File: config.mk
export PLATFORM = sky130hd
export DESIGN_NAME = regfile_wb_sched
export DESIGN_NICKNAME = d
export VERILOG_FILES = /design/src/rtl/regfile_wb_sched.sv
export SDC_FILE = /design/constraint.sdc
export NUM_CORES = 1
export LEC_CHECK = 0
export CAP_MARGIN = 5
export CORE_MARGIN = 4
export CORE_UTILIZATION = 35
export CTS_CLUSTER_SIZE = 24
export DETAILED_ROUTE_END_ITERATION = 8
export SYNTH_ARGS = -nofsm -noshare
export SYNTH_HDL_FRONTEND = slang
export SYNTH_SLANG_ARGS = --single-unit
export TNS_END_PERCENT = 10
File: constraint.sdc
create_clock -name clk_i -period 6 [get_ports clk_i]
set_clock_uncertainty 0.05 [all_clocks]
set_input_delay 0.6 -clock clk_i [delete_from_list [all_inputs] [get_ports clk_i]]
set_output_delay 0.6 -clock clk_i [all_outputs]
set_load 0.05 [all_outputs]
File: src/rtl/regfile_wb_sched.sv
// rtl/regfile_wb_sched.sv - write-back bundle FIFO, two-write serialiser and pending scoreboard
module regfile_wb_sched #(
  parameter int DEPTH  = 4,
  parameter int DATA_W = 64,
  parameter int CNT_W  = $clog2(2*DEPTH+3)
) (
  input  logic              clk_i,
  input  logic              rst_i,
  input  logic              wb_valid_i,
  output logic              wb_ready_o,
  input  logic [3:0]        wb_dstE_i,
  input  logic [DATA_W-1:0] wb_valE_i,
  input  logic [3:0]        wb_dstM_i,
  input  logic [DATA_W-1:0] wb_valM_i,
  output logic              rf_we_o,
  output logic [3:0]        rf_waddr_o,
  output logic [DATA_W-1:0] rf_wdata_o,
  input  logic [3:0]        srcA_i,
  input  logic [3:0]        srcB_i,
  output logic              busyA_o,
  output logic              busyB_o,
  output logic [14:0]       pending_o,
  output logic              idle_o
);

  localparam int AW = $clog2(DEPTH);
  localparam logic [3:0] NO_REG = 4'hf;

  typedef enum logic [1:0] {S_IDLE, S_WR_E, S_WR_M} state_t;

  logic [3:0]        fifo_dste [DEPTH];
  logic [DATA_W-1:0] fifo_vale [DEPTH];
  logic [3:0]        fifo_dstm [DEPTH];
  logic [DATA_W-1:0] fifo_valm [DEPTH];
  logic [AW-1:0]     wr_ptr, rd_ptr;
  logic [AW:0]       count;

  logic              accept, pop, fifo_empty;
  logic [3:0]        norm_dste;
  logic [3:0]        head_dste, head_dstm;
  logic [DATA_W-1:0] head_vale, head_valm;
  logic              head_e, head_m;

  state_t            state, state_nxt, head_state;
  logic [3:0]        m_dst;
  logic [DATA_W-1:0] m_val;
  logic              take_head, latch_m;
  logic              we_nxt;
  logic [3:0]        waddr_nxt;
  logic [DATA_W-1:0] wdata_nxt;

  assign fifo_empty = (count == '0);
  assign wb_ready_o = (count != (AW+1)'(DEPTH));
  assign accept     = wb_valid_i && wb_ready_o;
  // E and M to the same register: M wins, E is dropped before it is queued
  assign norm_dste  = (wb_dstE_i == wb_dstM_i) ? NO_REG : wb_dstE_i;

  assign head_dste = fifo_dste[rd_ptr];
  assign head_vale = fifo_vale[rd_ptr];
  assign head_dstm = fifo_dstm[rd_ptr];
  assign head_valm = fifo_valm[rd_ptr];
  assign head_e    = (head_dste != NO_REG);
  assign head_m    = (head_dstm != NO_REG);

  always_ff @(posedge clk_i) begin
    if (accept) begin
      fifo_dste[wr_ptr] <= norm_dste;
      fifo_vale[wr_ptr] <= wb_valE_i;
      fifo_dstm[wr_ptr] <= wb_dstM_i;
      fifo_valm[wr_ptr] <= wb_valM_i;
    end
  end

  always_ff @(posedge clk_i) begin
    if (rst_i) begin
      wr_ptr <= '0;
      rd_ptr <= '0;
      count  <= '0;
    end else begin
      if (accept) wr_ptr <= wr_ptr + AW'(1);
      if (pop)    rd_ptr <= rd_ptr + AW'(1);
      case ({accept, pop})
        2'b10:   count <= count + (AW+1)'(1);
        2'b01:   count <= count - (AW+1)'(1);
        default: count <= count;
      endcase
    end
  end

  always_ff @(posedge clk_i) begin
    if (rst_i) begin
      state      <= S_IDLE;
      rf_we_o    <= 1'b0;
      rf_waddr_o <= NO_REG;
      rf_wdata_o <= '0;
      m_dst      <= NO_REG;
      m_val      <= '0;
    end else begin
      state      <= state_nxt;
      rf_we_o    <= we_nxt;
      rf_waddr_o <= waddr_nxt;
      rf_wdata_o <= wdata_nxt;
      if (latch_m) begin
        m_dst <= head_dstm;
        m_val <= head_valm;
      end
    end
  end

  assign head_state = head_e ? S_WR_E : (head_m ? S_WR_M : S_IDLE);
  assign take_head  = !fifo_empty &&
                      ((state == S_IDLE) || (state == S_WR_M) ||
                       (state == S_WR_E && m_dst == NO_REG));
  assign pop        = take_head;

  always_comb begin
    state_nxt = state;
    case (state)
      S_IDLE: if (!fifo_empty) state_nxt = head_state;
      S_WR_E: begin
        if (m_dst != NO_REG)  state_nxt = S_WR_M;
        else if (!fifo_empty) state_nxt = head_state;
        else                  state_nxt = S_IDLE;
      end
      S_WR_M: begin
        if (!fifo_empty) state_nxt = head_state;
        else             state_nxt = S_IDLE;
      end
      default: state_nxt = S_IDLE;
    endcase
  end

  always_comb begin
    we_nxt    = 1'b0;
    waddr_nxt = rf_waddr_o;
    wdata_nxt = rf_wdata_o;
    latch_m   = 1'b0;
    if (state == S_WR_E && m_dst != NO_REG) begin
      we_nxt    = 1'b1;
      waddr_nxt = m_dst;
      wdata_nxt = m_val;
    end else if (take_head) begin
      if (head_e) begin
        we_nxt    = 1'b1;
        waddr_nxt = head_dste;
        wdata_nxt = head_vale;
        latch_m   = 1'b1;
      end else if (head_m) begin
        we_nxt    = 1'b1;
        waddr_nxt = head_dstm;
        wdata_nxt = head_valm;
      end
    end
  end

  // Normalisation guarantees at most one increment per register per accept
  for (genvar r = 0; r < 15; r++) begin : g_sb
    logic [CNT_W-1:0] cnt;
    logic             inc, dec;
    assign inc = accept && ((norm_dste == 4'(r)) || (wb_dstM_i == 4'(r)));
    assign dec = rf_we_o && (rf_waddr_o == 4'(r));
    always_ff @(posedge clk_i) begin
      if (rst_i) cnt <= '0;
      else       cnt <= cnt + CNT_W'(inc) - CNT_W'(dec);
    end
    assign pending_o[r] = (cnt != '0);
  end

  logic [15:0] pend_ext;
  assign pend_ext = {1'b0, pending_o};
  assign busyA_o  = pend_ext[srcA_i];
  assign busyB_o  = pend_ext[srcB_i];
  assign idle_o   = fifo_empty && (state == S_IDLE);

endmodule

======== Word-level counts from Yosys, hierarchy flattened ========
Memory sizes are Yosys's and may differ from the RTL's. A register that Yosys moved wholly into a read port is not among the register bits.
Cells that the tools add are included.
word-level totals
  bits in registers ....................... 206
  memory bits (writable) .................. 544
  logic and storage cells ................. 231
  memories ................................ 4
memory list
  name       words  bits a word  read ports  clocked after memory_dff  write ports  line  text
  fifo_vale  4      64           1           1                         1            32    logic [DATA_W-1:0] fifo_vale [DEPTH];
  fifo_valm  4      64           1           1                         1            34    logic [DATA_W-1:0] fifo_valm [DEPTH];
  fifo_dste  4      4            1           1                         1            31    logic [3:0] fifo_dste [DEPTH];
  fifo_dstm  4      4            1           1                         1            33    logic [3:0] fifo_dstm [DEPTH];
operators by class
  add/subtract/negate cells ............... 34
  $lt $le $gt $ge ......................... 2
  equality and inequality tests ........... 53
  muxes and demuxes ....................... 37
  reductions and logical operators ........ 77
operators with widths
  operator                                                                count
  64-bit 2-to-1 mux                                                       4
  4-bit equality test (second input constant)                             22
  4-bit by 1-bit adder with 4-bit output                                  15
  4-bit nonzero test                                                      15
  4-bit by 1-bit subtractor with 4-bit output                             15
  4-bit by 3-bit equality test with 1-bit output (second input constant)  12
  1-bit logical AND                                                       35
  2-bit 2-to-1 mux                                                        13
  4-bit by 2-bit equality test with 1-bit output (second input constant)  6
  4-bit 2-to-1 mux                                                        5
  1-bit logical OR                                                        17
  4-bit by 1-bit equality test with 1-bit output (second input constant)  3
  4-bit logical NOT                                                       3
  4-bit inequality test (second input constant)                           3
  1-bit 2-to-1 mux                                                        11
  4-bit by 5-bit < comparator with 1-bit output (second input constant)   2
  1-bit binary-select mux with 4-bit select                               2
  2-bit one-hot mux with 3 select lines                                   1
  3-bit one-hot mux with 2 select lines                                   1
  2-bit by 1-bit adder with 2-bit output (second input constant)          2
  2-bit by 1-bit equality test with 1-bit output (second input constant)  2
  2-bit equality test (second input constant)                             2
  4-bit equality test                                                     1
  2-bit nonzero test                                                      2
  other kinds (9)                                                         9

======== Depth between registers and ports, before layout ========
Gate-level depths: netlist (run 1).
  word-level depth ........................ 7
  mapped depth ............................ 13
  depth with buffers taken out ............ 12

======== Worst setup path after synthesis (run 1) ========
OpenSTA, ideal clock, no wires.
  kind .................................... register -> register
  from .................................... register count[0]
  to ...................................... memory fifo_dste[0][0], enable pin
  setup time .............................. 513 ps
  arrival ................................. 4,178 ps
  data required time ...................... 5,437 ps
  path slack .............................. 1,259 ps
  cell stages (with the launch flop) ...... 4
  clock period less this slack ............ 4,741 ps
  path through ............................ dfxtp_1 -> inv_1 -> nand3_1 -> and3_1
on the way
  word-level cells in the longest chain between the ends .. 4
ends and longest elaborated chain
  element                                 line  text
  from (decl)                             36    logic [AW:0] count;
  from (signal assigned)                  83    2'b10: count <= count + (AW+1)'(1);
  from (signal assigned)                  84    2'b01: count <= count - (AW+1)'(1);
  from (signal assigned)                  85    default: count <= count;
  3-bit inequality test                   53    assign wb_ready_o = (count != (AW+1)'(DEPTH));
  via wb_ready_o                          10    output logic wb_ready_o,
  1-bit logical AND                       54    assign accept = wb_valid_i && wb_ready_o;
  1-bit 2-to-1 mux                        66    if (accept) begin
  1-bit 2-to-1 mux (not written as such)  67    fifo_dste[wr_ptr] <= norm_dste;
  to (decl)                               31
The timed path passes the listed nets, and every way through them passes these cells.

======== Worst setup path after layout (run 1) ========
  from .................................... register g_sb[8].cnt[2]
  to ...................................... output busyA_o
on the way
  word-level cells in the longest chain between the ends .. 3
ends and longest elaborated chain
  element                                    line  text
  from (decl)                                158   logic [CNT_W-1:0] cnt;
  from (signal assigned)                     164   else cnt <= cnt + CNT_W'(inc) - CNT_W'(dec);
  4-bit nonzero test                         166   assign pending_o[r] = (cnt != '0);
  1-bit binary-select mux with 4-bit select  171   assign busyA_o = pend_ext[srcA_i];
  1-bit 2-to-1 mux (not written as such)     171
  to (decl)                                  20    output logic busyA_o,
No other way between the ends. The select of a mux whose other input is x is not followed.

==> metrics.md, run 1 <==
| Metric | Value |
|---|---|
| Result of the run | completed |
| Worst-path maximum fanout | 3 |
| Simple-gate portion of the synthesized area | 6.16% |
| Clock root buffer master | clkbuf_16 |
| Clock tree from TritonCTS | done |
| Most frequent cells in the layout | edfxtp_1 (544), nand2_1 (238), clkdlybuf4s50_1 (233), dfxtp_1 (206), mux4_2 (142) |
| GR met1 Demand/Resource | 21.0% |
| Post-synthesis cell count | 1,981 |
| Cell row count | 107 |
| Area inside the core boundary | 85,100 um^2 |
| Max-Slew Margin vs Limit | 25.4% |
| Total of fill cells in the finished design | 7,625 |
| Number of flops mapped to enable cells by yosys | 544 |
| Total global routing overflow | 0 |
| Count of maximum capacitance violations | 0 |
| Max frequency | 264 MHz |
| Number of warnings issued by yosys | 0 |
| Number of cells upsized or downsized after cts | 0 |
| Count of clock tree sinks | 752 |
| Worst Max-Slew Pin Slew | 1.12 ns |
| Vert. Die Dim | 301 um |
| Synthesized-area fraction occupied by xor and xnor cells | 1.14% |
| Num ports | 235 |
| Most Crowded Layer GR | met2 |
| Worst-case vdd ir drop | 0.262 mV |
| Global routing met3 resource utilization | 4.01% |
| Area overhead of the layout relative to synthesis | 20.9% |
| Synth area leaders | edfxtp_1 (54%), dfxtp_1 (14%), mux4_2 (11%), ha_1 (3.3%), nand2_1 (3.0%) |
| Final design utilization | 42.7% |
| Die area | 90,700 um^2 |
| Compound-Gate Fraction of Synth Area | 6.37% |
| Maximum clock insertion buffer count | 3 |
| Total number of vias | 17,700 |
| Post-route ant nets | 0 |
| Main flop type after synthesis | edfxtp_1 |
| Cell accounting for the most synthesized area | edfxtp_1 |
| Synth Area in Adders | 4.39% |
| Buffers on Ports | 234 |
| Detailed-routing iteration count for the pre-antenna-repair pass | 7 |
| Iteration-0 DRC count of the detailed router | 1,300 |
| Period minus WS final | 3.78 ns |
| Post-route setup TNS | 0 ns |
| Area of the multi-input gates | 8710 um^2 |
| Drt wl/cell | 22.0 um |
| Clock slew at the register clock pins of the worst setup and hold paths | 0.06 ns |
| H-tree Lvls | 3 |
| Starting Density | 35.3% |
| Post-Layout Cell Count | 3,436 |
| FF/Latch Area | 20,500 um^2 |
| Number of remaining DRC errors | 0 |
| Data arrival time at the worst-slack endpoint | 3.13 ns |
| Via-per-instance ratio | 5.16 |
| Combinational family with the most area after synthesis | multiplexers |
| Synth Register Bits | 752 |
| Hold Buf Count CTS | 0 |
| Crit path capture type | output pin |
| Die span in x | 301 um |
| Total routing usage reported by global routing | 16.5% |
| Sequential-to-total area share from yosys stat | 68.2% |
| Final hold violation count | 0 |
| Share of post-route cells with drive strength above 1 | 13.6% |
| Share of synthesized area spent on multiplexers | 10.7% |
| Type of the worst setup path | flop to output pin |
| Worst min path class | flop to flop |
| Detailed placer's ending HPWL | 44.3 mm |
| Number of nets produced by synthesis | 2,224 |
| Share of synthesized registers carrying an async set or reset | 0% |
| Required time worst endpoint | 5.35 ns |
| Dpl cell area | 33,600 um^2 |
| Unrepaired setup endpoints after global routing | no |
| Cell area after synthesis | 30,100 um^2 |
| Slew Limit Fails | 0 |
| Mean area per synthesized cell | 15.2 um^2 |
| Initial antenna violation count | 15 |
| Global-route wire length before repair | 113 mm |
| GRT met2 Usage | 27.6% |
| Tightest hold margin | 0.400 ns |
| Final period utilization | 63.0% |
| Post-layout nets | 2,455 |
| Total instance count after detailed placement | 3,271 |
| Number of buffers added for setup after CTS | 0 |
| Sum of routed wire length over all layers | 75.5 mm |
| Total setup violations reported at the end of the flow | 0 |
| Power Dens Cells | 475 nW/um^2 |
| Largest net degree at the start of global routing | 101 |
| Via count of the first global-routing pass | 18,600 |
| Synth unique cells | 47 |
| Yosys top cell area share | 54.3% |
| Commonest non-fill, non-tap cell in the layout | edfxtp_1 |
| Clock insertion delay at the later pin of the skew report | 0.62 ns |
| Element type at the critical path start | flop |
| Static power due to leakage | 12.3 nW |
| Clock buffers created by TritonCTS | 83 |
| Placer's final routability congestion estimate | 0.847 |
| Area of all placed cells without fillers | 36,300 um^2 |
[flip-flops by register name (all words and copies together), names as in the netlist, named ones only]
signal / count
wr_ptr: 2
m_dst: 4
rf_wdata_o: 64
fifo_dste: 16
fifo_dstm: 16
rf_we_o: 1
fifo_valm: 256
rd_ptr: 2
count: 3
fifo_vale: 256
m_val: 64
state: 2
g_sb.cnt: 60
rf_waddr_o: 4
[stage by stage]
| step | setup WS [ns] | power, mW |
|---|---|---|
| finish | 2.22 | 17.3 |
| global route | 2.06 | 18.1 |
| detailed placement | 2.06 | 12.4 |
| global placement | 2.05 | 12.3 |
| floorplan | 1.26 | 10.6 |
| CTS | 2.09 | 17.5 |
[path summary, 6_finish.rpt]
kind                        startpoint                     endpoint  slack, ns  cells past startpoint
max          g_sb[8].cnt[2]$_SDFF_PP0_                      busyA_o       2.22                      8
min             m_val[41]$_SDFFE_PP0P_       m_val[41]$_SDFFE_PP0P_       0.40                      2
max reg2reg                       flop  rf_wdata_o[61]$_SDFFE_PP0P_       2.39                      6
min reg2reg     m_val[41]$_SDFFE_PP0P_       m_val[41]$_SDFFE_PP0P_       0.40                      2
[cell families (layout without fill, tap and decap cells)]
family / count (synthesis) / in the layout
flops: 752 / 752
buf+inv: 217 / 516
other cells: 0 / 12
xor+xnor: 39 / 39
mux: 145 / 145
compound gates: 299 / 299
simple gates: 433 / 433
fa+ha+maj: 96 / 96
[per-layer routing]
metal / up-vias / routed length (um)
met4: 10 / 1820
met2: 608 / 36900
met5: - / 68
met1: 9050 / 30900
met3: 127 / 5750
li1: 7930 / -
[cells in the mapped netlist (all sizes together), types with 9 or more instances]
cell and instances:
a21o 16, a21oi 115, a221o 22, a221oi 32, a22o 10, a31oi 10
buf 50, clkbuf 63, dfxtp 208, edfxtp 544, fa 16, ha 80
inv 104, mux4 142, nand2 240, nand2b 9, nand3 10, nor2 110
nor2b 24, nor3b 12, o21ai 39, o22ai 40, xnor2 29, xor2 10
[cell type report]
class                           instances  share of cell area (%)
Sequential cell                       752                    56.4
Multi-Input combinational cell       1012                    24.0
Clock buffer                          108                    6.26
Inverter                              104                    1.07
Clock inverter                         45                    1.15
Antenna cell                           12                  0.0826
Tap cell                             1144                    3.94
Timing Repair Buffer                  259                    7.09
[where the power goes]
| group | leakage, nW | internal (mW) | switching (mW) |
|---|---|---|---|
| clock | 1.33 | 2.94 | 2.05 |
| combinational | 4.26 | 1.97 | 3.33 |
| sequential | 6.70 | 6.50 | 0.479 |
| total | 12.3 | 11.4 | 5.86 |
[worst max-delay path, cell delays in order (launching register included)]
cell	delay [ns]
dfxtp_1	0.30
inv_1	0.07
ha_1	0.16
nor3b_1	0.70
mux4_2	0.39
mux2i_1	0.07
nor2_1	0.09
a21oi_1	0.05
clkdlybuf4s50_1	0.70
Power figures use the tool's default switching activity.
==> inputs of run 2 (changes only) <==
==> constraint.sdc (replaced) <==
create_clock -name clk_i -period 3.8 [get_ports clk_i]
set_clock_uncertainty 0.05 [all_clocks]
set_input_delay 0.38 -clock clk_i [delete_from_list [all_inputs] [get_ports clk_i]]
set_output_delay 0.38 -clock clk_i [all_outputs]
set_load 0.05 [all_outputs]
==> metrics.md, run 2 (synthesis results as in run 1) <==
| Metric | Value |
|---|---|
| Result of the run | completed |
| Static power due to leakage | 12.4 nW (+0.72%) |
| Number of remaining DRC errors | 0 (unchanged) |
| Largest registers | fifo_vale x256, fifo_valm x256 |
| Required time worst endpoint | 3.37 ns (-1.98 ns) |
| Clock root buffer master | clkbuf_16 |
| Via count of the first global-routing pass | 18,700 (+0.37%) |
| Post-route ant nets | 0 (unchanged) |
| Area of the multi-input gates | 8710 um^2 (unchanged) |
| Switching power of the nets | 9.29 mW (+58%) |
| Clock buffers created by TritonCTS | 82 (-1.2%) |
| Number of cells upsized or downsized after cts | 0 (unchanged) |
| Max frequency | 287 MHz |
| Iteration-0 DRC count of the detailed router | 1,132 (-13%) |
| Final period utilization | 91.8% |
| Total routing usage reported by global routing | 16.5% (+0.042 points) |
| Crit path capture type | output pin |
| Dpl cell area | 33,800 um^2 (+0.58%) |
| Drt wl/cell | 21.8 um (-0.61%) |
| Via-per-instance ratio | 5.10 (-1.1%) |
| Detailed placer's ending HPWL | 45.0 mm (+1.6%) |
| Detailed-routing iteration count for the pre-antenna-repair pass | 5 (-2) |
| Initial antenna violation count | 13 (-2) |
| Total instance count after detailed placement | 3,287 (+0.49%) |
| Worst min path class | primary input to flop |
| Data arrival time at the worst-slack endpoint | 3.06 ns (-0.07 ns) |
| Number of buffers added for setup after CTS | 0 (unchanged) |
| Clock slew at the register clock pins of the worst setup and hold paths | 0.06 ns (about the same) |
| Global-route wire length before repair | 114 mm (+0.16%) |
| Cell row count | 107 (unchanged) |
| Internal Power | 18.1 mW (+59%) |
| Worst Max-Slew Pin Slew | 1.09 ns (-0.0328 ns) |
| Power share of the clock group | 29.3% (+0.4 points) |
| Slew Limit Fails | 0 (unchanged) |
| Tightest hold margin | 0.312 ns (-0.0884 ns) |
| Worst-case vdd ir drop | 0.594 mV (+130%) |
| Final design utilization | 43.0% (+0.29 points) |
| Flop pwr share | 39.9% (-0.5 points) |
| Total number of vias | 17,600 (-0.72%) |
| Num ports | 235 (unchanged) |
| Area overhead of the layout relative to synthesis | 21.7% |
| Element type at the critical path start | flop |
| Placer's final routability congestion estimate | 0.824 (-2.7%) |
| Buffers on Ports | 234 (unchanged) |
| Total global routing overflow | 0 (unchanged) |
| Unrepaired setup endpoints after global routing | no |
| Type of the worst setup path | flop to output pin |
| Maximum clock insertion buffer count | 3 (unchanged) |
| Switching Fraction | 33.9% (-0.036 points) |
| Vert. Die Dim | 301 um (unchanged) |
| Commonest non-fill, non-tap cell in the layout | edfxtp_1 |
| Clock insertion delay at the later pin of the skew report | 0.63 ns (about the same) |
| Hold Buf Count CTS | 0 (unchanged) |
| Total of fill cells in the finished design | 7,640 (+0.20%) |
| Max-Slew Margin vs Limit | 27.6% (+2.2 points) |
| Sum of routed wire length over all layers | 75.3 mm (-0.27%) |
| Count of maximum capacitance violations | 0 (unchanged) |
| Logic pwr share | 30.9% (+0.2 points) |
| Area of all placed cells without fillers | 36,600 um^2 (+0.68%) |
| Share of post-route cells with drive strength above 1 | 13.9% (+0.30 points) |
| Post-layout nets | 2,470 (+0.61%) |
| Total setup violations reported at the end of the flow | 0 (unchanged) |
| Die span in x | 301 um (unchanged) |
| Die area | 90,700 um^2 (unchanged) |
| H-tree Lvls | 3 (unchanged) |
| Area inside the core boundary | 85,100 um^2 (unchanged) |
| Count of clock tree sinks | 752 (unchanged) |
| Worst-path maximum fanout | 3 (unchanged) |
| Most frequent cells in the layout | edfxtp_1 (544), nand2_1 (238), clkdlybuf4s50_1 (233), dfxtp_1 (206), mux4_2 (142) |
| Post-Layout Cell Count | 3,448 (+0.35%) |
| FF/Latch Area | 20,500 um^2 (unchanged) |
| Starting Density | 35.3% (unchanged) |
| Post-route setup TNS | 0 ns (unchanged) |
| Largest net degree at the start of global routing | 141 (+40%) |
| Clock tree from TritonCTS | done |
| Period minus WS final | 3.49 ns |
| Power Dens Cells | 749 nW/um^2 (+58%) |
| Final hold violation count | 0 (unchanged) |
## run 2: cell types whose count changed in the layout (fill, tap and decap cells not counted), moves of 2 or more
cell / before / now
diode_2: 12 / 8
bufinv_16: 6 / 8
clkbuf_8: 6 / 3
clkinv_1: 10 / 17
buf_12: 4 / 10
clkinv_16: 1 / 3
buf_4: 22 / 32
inv_16: 0 / 3
clkinvlp_4: 2 / 5
clkbuf_16: 85 / 83
clkinv_2: 21 / 11
## run 2: worst paths after layout
kind,start,to,slack (ns),cells after the start
max,g_sb[14].cnt[2]$_SDFF_PP0_,busyA_o,0.31,8
min,rst_i,m_dst[1]$_SDFFE_PP1P_,0.31,4
max reg2reg,flop,rf_wdata_o[4]$_SDFFE_PP0P_,0.80,8
min reg2reg,m_val[34]$_SDFFE_PP0P_,m_val[34]$_SDFFE_PP0P_,0.40,2
## run 2: stage by stage
step	setup WS (ns)	power (mW)
final	0.310	27.4
after global routing	0.112	28.8
after CTS	0.242	27.7
after detailed placement	0.327	19.6
after global placement	0.377	19.4
after floorplan	0.610	16.7
## run 2: routing by layer
| layer | part of all wire (%) | track usage (%) | wire, um | vias to the layer above |
|---|---|---|---|---|
| li1 | - | - | - | 7955 |
| met1 | 41 | 20.9 | 31000 | 9010 |
| met2 | 49 | 28.2 | 37000 | 507 |
| met3 | 7.5 | 4.41 | 5640 | 115 |
| met4 | 2.1 | 4.42 | 1580 | 10 |
| met5 | 0.085 | 0 | 64 | - |
## run 2: cell type report
cell class	instances	area share [%]
inverter	104	1.07
clock buffer	104	5.97
sequential	752	56.1
multi-input combinational	1012	23.8
clock inverter	49	1.56
timing repair buffer	275	7.58
tap	1144	3.91
antenna	8	0.0547
## run 2: power by group through the flow
stage	logic, mW	clock network [mW]	registers [mW]
after CTS	8.58	8.22	10.9
after global routing	9.14	8.61	11.1
after detailed placement	8.54	0	11.1
after floorplan	4.90	0	11.8
final	8.45	8.01	10.9
after global placement	8.41	0	11.0
## run 2: critical path, cell delays in order, from the launching register on
cell and delay [ns]:
dfxtp_1 0.31, inv_1 0.05, ha_1 0.18, nor3b_1 0.21, nand2_1 0.09, o21ai_0 0.11, mux4_2 0.49, a21oi_1 0.18
clkdlybuf4s50_1 0.82
==> inputs of run 3 (changes only) <==
--- a/config.mk
+++ b/config.mk
@@ -10,6 +10,7 @@
 export CORE_UTILIZATION = 35
 export CTS_CLUSTER_SIZE = 24
 export DETAILED_ROUTE_END_ITERATION = 8
+export HOLD_SLACK_MARGIN = 0.03
 export SYNTH_ARGS = -nofsm -noshare
 export SYNTH_HDL_FRONTEND = slang
 export SYNTH_SLANG_ARGS = --single-unit
==> results of run 3 <==
No change in the layout: final DEF, timing and power equal those of run 2.
